==> config.mk <==
export PLATFORM = sky130hd
export DESIGN_NAME = pipe_adder
export DESIGN_NICKNAME = d
export VERILOG_FILES = /design/src/rtl/pipe_adder.sv
export SDC_FILE = /design/constraint.sdc
export NUM_CORES = 1
export LEC_CHECK = 0
export BUFFER_PORTS_ARGS = -buffer_cell sky130_fd_sc_hd__buf_2
export CORE_MARGIN = 2
export CORE_UTILIZATION = 40
export DETAILED_ROUTE_END_ITERATION = 8
export SLEW_MARGIN = 5
export SYNTH_ARGS = -nofsm -noshare
export SYNTH_HDL_FRONTEND = slang
export SYNTH_SLANG_ARGS = --single-unit
export TNS_END_PERCENT = 20
==> constraint.sdc <==
create_clock -name clk -period 8.8 [get_ports clk]
set_input_delay 0.44 -clock clk [delete_from_list [all_inputs] [get_ports clk]]
set_output_delay 0.44 -clock clk [all_outputs]
set_load 0.02 [all_outputs]
==> src/rtl/pipe_adder.sv <==
// Pipelined WIDTH-bit add/subtract with carry/overflow/zero flags, carry chain cut into STAGES slices.
// Latency STAGES cycles, one op per cycle; a stalled output freezes the whole pipe and drops in_ready.
module pipe_adder #(
    parameter int WIDTH  = 32,
    parameter int STAGES = 4
) (
    input  logic             clk,
    input  logic             reset,
    input  logic             in_valid,
    output logic             in_ready,
    input  logic [WIDTH-1:0] a,
    input  logic [WIDTH-1:0] b,
    input  logic             sub,
    output logic             out_valid,
    input  logic             out_ready,
    output logic [WIDTH-1:0] y,
    output logic             cout,
    output logic             ovf,
    output logic             zero
);

    localparam int S = WIDTH / STAGES;

    logic             adv;
    logic [WIDTH-1:0] b_x;
    logic             ovf_q;
    logic             zero_q;

    assign b_x = b ^ {WIDTH{sub}};

    for (genvar k = 0; k < STAGES; k++) begin : g_st
        // Operands shrink by one slice per stage: only unconsumed upper slices travel on.
        localparam int RW = WIDTH - S * k;

        logic [RW-1:0]    a_in;
        logic [RW-1:0]    b_in;
        logic             cin;
        logic             vld_in;
        logic [WIDTH-1:0] res_in;
        logic [WIDTH-1:0] res_n;
        logic [WIDTH-1:0] res_q;
        logic [S:0]       sum;
        logic             vld_q;
        logic             carry_q;

        if (k == 0) begin : g_src
            assign a_in   = a;
            assign b_in   = b_x;
            assign cin    = sub;
            assign res_in = '0;
            assign vld_in = in_valid;
        end else begin : g_src
            assign a_in   = g_st[k-1].g_ops.opa_q;
            assign b_in   = g_st[k-1].g_ops.opb_q;
            assign cin    = g_st[k-1].carry_q;
            assign res_in = g_st[k-1].res_q;
            assign vld_in = g_st[k-1].vld_q;
        end

        assign sum   = {1'b0, a_in[S-1:0]} + {1'b0, b_in[S-1:0]} + {{S{1'b0}}, cin};
        assign res_n = res_in | (WIDTH'(sum[S-1:0]) << (S * k));

        always_ff @(posedge clk or posedge reset) begin
            if (reset) begin
                vld_q   <= 1'b0;
                res_q   <= '0;
                carry_q <= 1'b0;
            end else if (adv) begin
                vld_q   <= vld_in;
                res_q   <= res_n;
                carry_q <= sum[S];
            end
        end

        if (k < STAGES - 1) begin : g_ops
            logic [RW-S-1:0] opa_q;
            logic [RW-S-1:0] opb_q;

            always_ff @(posedge clk or posedge reset) begin
                if (reset) begin
                    opa_q <= '0;
                    opb_q <= '0;
                end else if (adv) begin
                    opa_q <= a_in[RW-1:S];
                    opb_q <= b_in[RW-1:S];
                end
            end
        end
    end

    // Carry into the MSB is recovered from the last slice's top sum bit and its operand bits.
    always_ff @(posedge clk or posedge reset) begin
        if (reset) begin
            ovf_q  <= 1'b0;
            zero_q <= 1'b0;
        end else if (adv) begin
            ovf_q  <= g_st[STAGES-1].a_in[S-1] ^ g_st[STAGES-1].b_in[S-1]
                    ^ g_st[STAGES-1].sum[S-1] ^ g_st[STAGES-1].sum[S];
            zero_q <= (g_st[STAGES-1].res_n == '0);
        end
    end

    assign out_valid = g_st[STAGES-1].vld_q;
    assign adv       = ~out_valid | out_ready;
    assign in_ready  = adv;
    assign y         = g_st[STAGES-1].res_q;
    assign cout      = g_st[STAGES-1].carry_q;
    assign ovf       = ovf_q;
    assign zero      = zero_q;

endmodule

==> results.yml, run 1 <==
sta:
  fmax_mhz: 286
  hold_viol_final: 0
  slew_headroom_pct: 40.0
  finalSetupViolCount: 0
  tns_ps: 0
  finClkSkew_ps: 8.72
  holdWs_ps: 180
  min_period_over_period_pct: 39.8
  timing_worst_slew_pin_value_ps: 900
  finalCriticalPeriod_ps: 3500
  layout_setup_ws_ps: 5300
  finalMaxSlewViolations: 0
  rsz0062_at_grt: "false"
power:
  p_leak_nw: 4.96
  p_clk_share_pct: 21.7
  ir_drop_v: 0.000141
  intPower_mw: 2.22
  p_switching_mw: 1.36
  combPwrFrac_pct: 37.2
  pwr-share-seq_pct: 41.1
  powerDensity_nw_per_um2: 367
  power_mw: 3.58
  swShare_pct: 38.0
setup_path:
  max_stage_delay_ps: 730
  crit_chain: "nor2b_4 -> buf_12 -> inv_4 -> buf_4 -> buf_2"
  critPathTopFamily: "buffers and inverters"
  arrival_ps: 3060
  r2r.worst_path.cells: 5
  worstSetupPathType: "flip-flop to output pin"
  critPathLaunchType: "flip-flop"
  crit_buf_inv: 4
  reg2reg_to: "y[30]"
  r2r-start: "out_valid"
  rrSetupSlack_ps: 5940
  crit_slowest_cell: "buf_4"
  cp_max_fo: 210
  cp-end-kind: "output pin"
  critical_path_required_ps: 8360
cts:
  cts_resized: 0
  cts_buffer_depth: 2
  htreeDepth: 4
  cts_made_buffers: 17
  clk-insertion-delay-late_ps: 430
  clkSinkCount: 186
  holdBufCountCts: 0
  path_clk_slew_ps: 70
  post_cts_buffers: 0
  tritoncts: "built"
  root_buffer: "clkbuf_16"
outcome:
  status: "complete, no violations"
logic_synthesis:
  syn_inst: 925
  yosys_warnings: 0
  yosysTopAreaCellShare_pct: 55.4
  seq_area_frac_synth_pct: 55.4
  yosys_register_bits: 186
  avgSynthCellArea_sq_um: 9.09
  yosys.area.top_type: "dfrtp_1"
  synth.area.top_cells: "dfrtp_1, nand2_1, ha_1"
  syn_nets: 1029
  synth.distinct_cells: 38
  synth_area_sq_um: 8410
placed_design:
  gp_congestion: 0.793
  port_buffers: 105
  dpl-instance-area_sq_um: 9150
  hpwlAfterDp_um: 11200
  place_ws_ps: 5640
  dpl.cell_count: 1264
grt:
  grt_max_degree: 211
  antenna_found_initial: 0
  grt_overflow: 0
  grt_pass1_vias: 5755
  track_usage_pct: 15.9
  grt_pass1_wl_um: 28100
detailed_routing:
  wirelength_um: 16700
  dr.first_iter.drc_count: 456
  first_pass_iters: 5
  drt-vias-per-instance: 4.66
  ant_nets: 0
  drc_errors: 0
  num_vias: 6037
  wl_per_cell_um: 12.9
finish:
  fin_area_sq_um: 9750
  utilization_pct: 46.8
  syn2layout_area_growth_pct: 16.0
  diodes: 0
  instances_no_fill: 1295
  drive_gt1_share_pct: 14.3
  layout.nets: 1112
die:
  start_util_pct: 40.4
  die_w_um: 149
  ios: 106
  die_h_um: 149
  dieArea_sq_um: 22200
  rows: 53
  core_sq_um: 20800
flow_run:
  drv_cap: 0
worst_hold_path:
  hold_class: "input port to async pin"
-- final cells by class --
type | instances | area [sq um]
clock buffer | 19 | 433
timing repair buffer | 108 | 561
tap | 275 | 344
fill | 2054 | 11100
multi-input combinational | 674 | 3510
clock inverter | 12 | 166
sequential | 186 | 4650
inverter | 21 | 88.8
-- layer usage --
layer | vias up | track usage, % | part of all wire [%] | wire, um
li1 | 3130 | - | - | -
met1 | 2804 | 22.5 | 50 | 8280
met2 | 87 | 24.6 | 46 | 7640
met3 | 16 | 3.64 | 3.3 | 549
met4 | 0 | 4.71 | 1.3 | 223
met5 | - | 0 | 0 | 0
-- state kept, by name (all words and copies together), names as in the netlist, 3 cells and up --
| signal | cells |
|---|---|
| g_st.g_ops.opb_q | 48 |
| g_st.vld_q | 3 |
| y | 32 |
| g_st.res_q | 48 |
| g_st.g_ops.opa_q | 48 |
| g_st.carry_q | 3 |
-- synthesized netlist by cell type, drive strengths merged --
library cell / count
a2111oi: 1
a211oi: 6
a21boi: 2
a21o: 5
a21oi: 14
a31oi: 4
and3b: 3
buf: 18
clkbuf: 26
clkinv: 1
dfrtp: 186
fa: 7
ha: 28
inv: 20
mux2: 4
nand2: 419
nand2b: 2
nand4: 3
nor2: 26
nor2b: 5
nor3: 10
nor4: 5
nor4b: 1
o211a: 2
o21a: 9
o21ai: 53
o21bai: 4
o31a: 1
o31ai: 10
or3: 3
xnor2: 36
xor2: 11
-- worst register-to-register path, stage by stage (launching register included) --
cell	delay [ps]
dfrtp_1	380
nor2b_4	130
buf_12	260
inv_4	770
buf_4	780
mux2_2	430
-- power by group through the flow --
stage	registers [mW]	clock network, mW	logic (mW)
6_report	1.47	0.776	1.33
3_3_place_gp	1.48	0	1.32
2_1_floorplan	1.51	0	0.933
3_5_place_dp	1.49	0	1.35
5_1_grt	1.52	0.831	1.54
4_1_cts	1.47	0.797	1.36
-- how the worst max path moves through the flow --
stage | startpoint | to | slack, ps | cells past startpoint
global placement | out_ready | in_ready | 5630 | 6
floorplan | reset | cout | 3300 | 1
CTS | out_valid | in_ready | 5260 | 5
finish | out_valid | in_ready | 5300 | 5
detailed placement | out_ready | in_ready | 5640 | 6
global route | out_valid | in_ready | 5050 | 5
-- kinds of logic (layout without fill, tap and decap cells) --
logic type	Yosys count	in the layout	share of synthesized area, %
and+or+nand+nor	477	477	22.2
DFF	186	186	55.4
AOI/OAI and AO/OA	111	111	8.08
buffers and inverters	65	160	3.04
xor gates and xnor gates	47	47	4.90
adders and majority gates	35	35	5.83
muxes	4	4	0.580
-- layout by cell type (no fill, tap or decap), types with 3 or more instances in the layout --
| cell type | n |
|---|---|
| or3_1 | 3 |
| o31ai_1 | 10 |
| a31oi_1 | 3 |
| clkbuf_16 | 17 |
| mux2_2 | 3 |
| buf_2 | 105 |
| clkinv_4 | 3 |
| inv_6 | 3 |
| bufinv_16 | 3 |
| fa_1 | 7 |
| nor2_1 | 26 |
| a21o_1 | 5 |
| and3b_1 | 3 |
| dfrtp_1 | 186 |
| xnor2_1 | 36 |
| o21a_1 | 9 |
| inv_1 | 19 |
| nand2_1 | 419 |
| nor4_1 | 5 |
| ha_1 | 28 |
| o21bai_1 | 4 |
| nor2b_1 | 4 |
| o21ai_0 | 50 |
| a211oi_1 | 5 |
| nand4_1 | 3 |
| xor2_1 | 11 |
| a21oi_1 | 14 |
| o21ai_1 | 3 |
| nor3_1 | 10 |
Note: power is estimated with default switching activity, not from simulation.
==> run 2, diff against run 1 <==
==> constraint.sdc (replaced) <==
create_clock -name clk -period 3.6 [get_ports clk]
set_input_delay 0.18 -clock clk [delete_from_list [all_inputs] [get_ports clk]]
set_output_delay 0.18 -clock clk [all_outputs]
set_load 0.02 [all_outputs]
==> run 2 against run 1 <==
Against the previous run: count of clock-buffer cells in the layout grew 1; clock skew shrank 1.0 ps; sequential cell count is the same; first-iteration DRC count shrank 22%; non-clock buffer count grew 30; clock power grew 130%; final cell count grew 2.4%; via count grew 2.6%; combinational power grew 150%; power grew 140%; utilization grew 1.4 points; final area grew 3.0%; critical path type is now flip-flop to flip-flop.
==> results.yml, run 2 (same netlist as run 1, synthesis figures left out) <==
setup_path:
  worstSetupEndpoint: "y[30]"
  cp-end-kind: "flip-flop"
  r2r-start: "g_st[2].carry_q"
  critPathLaunchType: "flip-flop"
  crit_chain: "fa_1 -> inv_1 -> fa_1 -> nor2b_1 -> o31a_1 -> o21ai_0 -> nor2b_1 -> xnor2_1 -> mux2_2"
  cp.depth: 9
  critical_path_required_ps: 3920
  arrival_ps: 2670
  timing.critical_path.from: "g_st[2].carry_q"
  crit_buf_inv: 1
  crit_slowest_cell: "fa_1"
  rrSetupSlack_ps: 1250
  critPathTopFamily: "adder cells"
  cp_max_fo: 2
  worstSetupPathType: "flip-flop to flip-flop"
  max_stage_delay_ps: 450
  r2r.worst_path.cells: 9
  reg2reg_to: "y[30]"
sta:
  finClkSkew_ps: 7.70
  finalCriticalPeriod_ps: 2350
  timing_worst_slew_pin_value_ps: 880
  layout_setup_ws_ps: 1250
  slew_headroom_pct: 41.3
  finalSetupViolCount: 0
  finalMaxSlewViolations: 0
  hold_viol_final: 0
  fmax_mhz: 425
  tns_ps: 0
  min_period_over_period_pct: 65.3
  rsz0062_at_grt: "false"
grt:
  grt_max_degree: 210
  grt_pass1_wl_um: 29200
  grt_overflow: 0
  track_usage_pct: 16.5
  antenna_found_initial: 0
  grt_pass1_vias: 5856
cts:
  htreeDepth: 4
  clkSinkCount: 186
  root_buffer: "clkbuf_16"
  cts_buffer_depth: 2
  post_cts_buffers: 0
  clk-insertion-delay-late_ps: 430
  tritoncts: "built"
  path_clk_slew_ps: 70
  cts_made_buffers: 17
finish:
  instances_no_fill: 1326
  drive_gt1_share_pct: 14.6
  layout.nets: 1142
  fillerInstances: 2078
  layout_commonest_cell: "nand2_1"
  syn2layout_area_growth_pct: 19.5
  final_cell_mix: "nand2_1, dfrtp_1, buf_2"
  top_regs: "g_st.g_ops.opa_q: 48 flops, g_st.g_ops.opb_q: 48 flops, g_st.res_q: 48 flops"
  diodes: 0
  fin_area_sq_um: 10000
placed_design:
  port_buffers: 105
  place_ws_ps: 1280
  gp_congestion: 0.776
  dpl-instance-area_sq_um: 9220
  dpl.cell_count: 1268
  hpwlAfterDp_um: 11500
power:
  powerDensity_nw_per_um2: 864
  power_mw: 8.68
  p_leak_nw: 5.08
  ir_drop_v: 0.000336
detailed_routing:
  wirelength_um: 17100
  ant_nets: 0
  drc_errors: 0
  first_pass_iters: 4
  drt-vias-per-instance: 4.67
  wl_per_cell_um: 12.9
  dr.first_iter.drc_count: 357
  num_vias: 6196
die:
  die_w_um: 149
  core_sq_um: 20800
  start_util_pct: 40.4
  ios: 106
  dieArea_sq_um: 22200
  rows: 53
  die_h_um: 149
worst_hold_path:
  hold_class: "input port to flip-flop"
  holdPathStages: 3
outcome:
  status: "complete, no violations"
flow_run:
  drv_cap: 0
run 2: cell types whose count changed in the layout (fill, tap and decap cells not counted), moves of 2 or more:
cell           change
dlygate4sd3_1     +26
inv_6              +5
buf_12             +3
bufinv_16          -3
clkbuf_8           +3
clkinv_4           -3
clkbuf_1           -2
clkinvlp_4         +2
run 2: worst register-to-register path, stage by stage (launching register included):
cell	delay (ps)
dfrtp_1	410
fa_1	450
inv_1	80
fa_1	190
nor2b_1	60
o31a_1	230
o21ai_0	230
nor2b_1	220
xnor2_1	100
mux2_2	260
run 2: area by class of cell:
class                      count  area [sq um]  area share (%)
timing repair buffer         138           888            8.84
sequential                   186          4650            46.3
multi-input combinational    674          3510            34.9
tap                          275           344            3.43
clock buffer                  20           467            4.65
clock inverter                12           101            1.01
inverter                      21          85.1           0.847
run 2: repair_timing:
action,4_1_cts,5_1_grt
resized for setup,0,0
hold buffers,26,0
endpoints found under the hold margin,52,0
run 2: worst min-delay path by stage:
| stage | endpoint | slack, ps | startpoint |
|---|---|---|---|
| global placement | y[13] | 330 | reset |
| floorplan | g_st[0].g_ops.opa_q[10] | 290 | a[18] |
| detailed placement | y[13] | 340 | reset |
| global route | g_st[0].g_ops.opb_q[13] | 20 | b[21] |
| finish | g_st[0].g_ops.opb_q[14] | 20 | b[22] |
| CTS | g_st[0].g_ops.opb_q[13] | 8 | b[21] |
run 2: power by group:
group	internal [mW]	total, mW	switching (mW)
Combinational	1.33	3.29	1.96
Clock	0.961	1.80	0.835
Sequential	3.02	3.59	0.574
Total	5.31	8.68	3.37
run 2: per-layer routing:
layer,wire [um],GRT usage (%),part of all wire [%]
met1,8630,23.9,50
met2,7690,25.0,45
met3,555,3.18,3.2
met4,221,5.43,1.3
met5,0,0,0
run 2: stage by stage:
stage | utilization [%] | hold WS (ps)
after floorplan | - | 292
after global placement | 44.3 | 330
after detailed placement | 44.3 | 336
after CTS | 48.2 | 8.41
after global routing | 48.2 | 17.0
final | 48.2 | 22.9
==> run 3, diff against run 2 <==
--- a/config.mk
+++ b/config.mk
@@ -5,6 +5,7 @@
 export SDC_FILE = /design/constraint.sdc
 export NUM_CORES = 1
 export LEC_CHECK = 0
+export ABC_AREA = 1
 export BUFFER_PORTS_ARGS = -buffer_cell sky130_fd_sc_hd__buf_2
 export CORE_MARGIN = 2
 export CORE_UTILIZATION = 40
==> constraint.sdc (replaced) <==
create_clock -name clk -period 2.2 [get_ports clk]
set_input_delay 0.11 -clock clk [delete_from_list [all_inputs] [get_ports clk]]
set_output_delay 0.11 -clock clk [all_outputs]
set_load 0.02 [all_outputs]
==> run 3 against run 2 <==
Against the previous run: clock skew increased by 4.6 ps; synthesized cell count is 5.7% higher; utilization increased by 1.6 points; power is 68% higher; via count grew 3.5%; non-clock buffer count is 27 higher; first-iteration DRC count increased by 8.4%; combinational power rose by 74%; sequential share of layout area decreased by 2.0 points; critical endpoint is now ovf; largest power group unchanged.
==> results.yml, run 3 <==
die:
  rows: 53
  dieArea_sq_um: 22800
  die_w_um: 151
  die_h_um: 151
  start_util_pct: 41.0
  core_sq_um: 21100
  ios: 106
setup_path:
  crit_slowest_cell: "fa_1"
  r2r-start: "g_st[2].carry_q"
  critPathTopFamily: "adder cells"
  cp_max_fo: 3
  critPathLaunchType: "flip-flop"
  crit_chain: "fa_1 -> inv_1 -> fa_1 -> inv_1 -> nand3_1 -> nand2_1 -> a21oi_2 -> nor2_1 -> o21ai_1 -> nand2_1"
  crit_buf_inv: 2
  arrival_ps: 2280
  reg2reg_to: "ovf"
  cp-end-kind: "flip-flop"
  r2r.worst_path.cells: 10
  worstSetupPathType: "flip-flop to flip-flop"
  critical_path_required_ps: 2520
  max_stage_delay_ps: 490
  rrSetupSlack_ps: 240
logic_synthesis:
  synth_top_family_by_area: "simple AND/OR/NAND/NOR gates"
  synth-xor-area-share_pct: 3.65
  yosysTopAreaCellShare_pct: 53.9
  seq_area_frac_synth_pct: 53.9
  synth.distinct_cells: 34
  yosys_warnings: 0
  avgSynthCellArea_sq_um: 8.83
  synth_compound_gate_area_share_pct: 10.3
  async_flop_share_pct: 100
  syn_inst: 978
  syn_nets: 1082
  synth_common_cells: "nand2_1, dfrtp_1, o21ai_0, inv_1, nor2_1"
  synth_area_sq_um: 8640
  yosys_register_bits: 186
  synth-edff-count: 0
  yosys.area.top_type: "dfrtp_1"
  yosysMostFrequentCell: "nand2_1"
  synth_fa_ha_area_share_pct: 5.68
  synth.area.top_cells: "dfrtp_1, nand2_1, o21ai_0"
  synth_mux_area_share_pct: 0
  synth_ff_type: "dfrtp_1"
  synthSimpleGateAreaFrac_pct: 19.8
power:
  ir_drop_v: 0.000705
  powerDensity_nw_per_um2: 1390
  p_leak_nw: 5.30
finish:
  multi_input_area_sq_um: 3400
  fillerInstances: 2049
  layout.nets: 1222
  layout_commonest_cell: "nand2_1"
  seqCellArea_sq_um: 4650
  drive_gt1_share_pct: 14.8
  final_cell_mix: "nand2_1, dfrtp_1, o21ai_0"
  utilization_pct: 49.8
  diodes: 0
  top_regs: "g_st.g_ops.opa_q: 48 flops, g_st.g_ops.opb_q: 48 flops, g_st.res_q: 48 flops"
  syn2layout_area_growth_pct: 21.7
detailed_routing:
  wl_per_cell_um: 12.8
  num_vias: 6412
  dr.first_iter.drc_count: 387
  ant_nets: 0
  drt-vias-per-instance: 4.56
  wirelength_um: 17900
  first_pass_iters: 5
  drc_errors: 0
cts:
  cts_made_buffers: 17
  cts_resized: 0
  cts_buffer_depth: 2
  clkSinkCount: 186
  root_buffer: "clkbuf_16"
  post_cts_buffers: 0
  htreeDepth: 4
  clk-insertion-delay-late_ps: 430
  tritoncts: "built"
  path_clk_slew_ps: 70
grt:
  grt_pass1_wl_um: 30400
  grt_overflow: 0
  grt_pass1_vias: 6103
  track_usage_pct: 16.7
  antenna_found_initial: 0
  grt_max_degree: 151
sta:
  finClkSkew_ps: 12.3
  min_period_over_period_pct: 89.2
  finalSetupViolCount: 0
  finalCriticalPeriod_ps: 1960
  slew_headroom_pct: 55.1
  finalMaxSlewViolations: 0
  rsz0062_at_grt: "false"
  timing_worst_slew_pin_value_ps: 673
  hold_viol_final: 0
  holdWs_ps: 15.6
  fmax_mhz: 510
worst_hold_path:
  holdPathStages: 3
  hold_path_startpoint: "b[20]"
  whs_endpoint: "g_st[0].g_ops.opb_q[12]"
  hold_class: "input port to flip-flop"
placed_design:
  gp_congestion: 0.794
  hpwlAfterDp_um: 11900
  port_buffers: 105
flow_run:
  drv_cap: 0
outcome:
  status: "complete, no violations"
run 3: changes by cell type in the layout (fill, tap and decap cells not counted), moves of 9 or more:
cell and change:
a31oi_1 +9, dlygate4sd3_1 +25, inv_1 +64, nand2_1 -79, nand3_1 +19, nand4_1 +10, nor3_1 -10, o21a_1 -9
o21ai_0 +74, o31ai_1 -10, xnor2_1 -9
run 3: repair_timing:
| action | in CTS | in global routing |
|---|---|---|
| hold buffers | 51 | 0 |
| endpoints found under the setup margin | 0 | 0 |
| endpoints found under the hold margin | 235 | 0 |
run 3: through the flow:
| step | cells | TNS, ps | instance area [sq um] | total power [mW] | worst slack (ps) |
|---|---|---|---|---|---|
| floorplan | 978 | -56270 | 8640 | 9.91 | -303 |
| global placement | 1323 | 0 | 9410 | 11.4 | 314 |
| detailed placement | 1323 | 0 | 9410 | 11.5 | 266 |
| CTS | 1406 | 0 | 10500 | 14.7 | 249 |
| global route | 1406 | 0 | 10500 | 15.9 | 36.6 |
| finish | 1406 | 0 | 10500 | 14.6 | 239 |
run 3: layer usage:
| metal | up-vias | global-route usage, % | wire length (um) |
|---|---|---|---|
| met4 | 0 | 5.23 | 216 |
| met3 | 14 | 2.92 | 686 |
| met2 | 112 | 23.9 | 7650 |
| met5 | - | 0 | 0 |
| li1 | 3386 | - | - |
| met1 | 2900 | 25.8 | 9380 |
run 3: worst register-to-register path, cell delays in order (launching register included):
cell and delay [ps]:
dfrtp_1 400, fa_1 490, inv_1 100, fa_1 210, inv_1 80, nand3_1 110, nand2_1 80, a21oi_2 160
nor2_1 60, o21ai_1 120, nand2_1 60
run 3: logic make-up after synthesis:
family	count (synthesis)
buffers and inverters	132
XOR/XNOR	36
adder cells (fa/ha/maj)	35
AO/OA/AOI/OAI	167
AND/OR/NAND/NOR	422
flip-flops	186
run 3: power by group:
part	switching (mW)	leakage, nW	internal [mW]
sequential	0.806	2.25	4.94
combinational	3.63	2.76	2.11
clock	1.33	0.293	1.75
run 3: cell type report:
cell class / count / area share, %
multi-input combinational: 660 / 32.4
tap: 275 / 3.27
timing repair buffer: 165 / 11.2
clock buffer: 20 / 4.35
sequential: 186 / 44.3
clock inverter: 12 / 1.31
inverter: 88 / 3.20
run 3: worst max-delay path by stage:
stage	startpoint	to	slack, ps	cells past startpoint
final	g_st[2].carry_q	ovf	240	10
after global routing	g_st[2].carry_q	zero	40	11
after CTS	out_valid	in_ready	250	5
after detailed placement	g_st[2].carry_q	ovf	270	10
after global placement	g_st[2].carry_q	ovf	310	10
after floorplan	reset	cout	-300	1
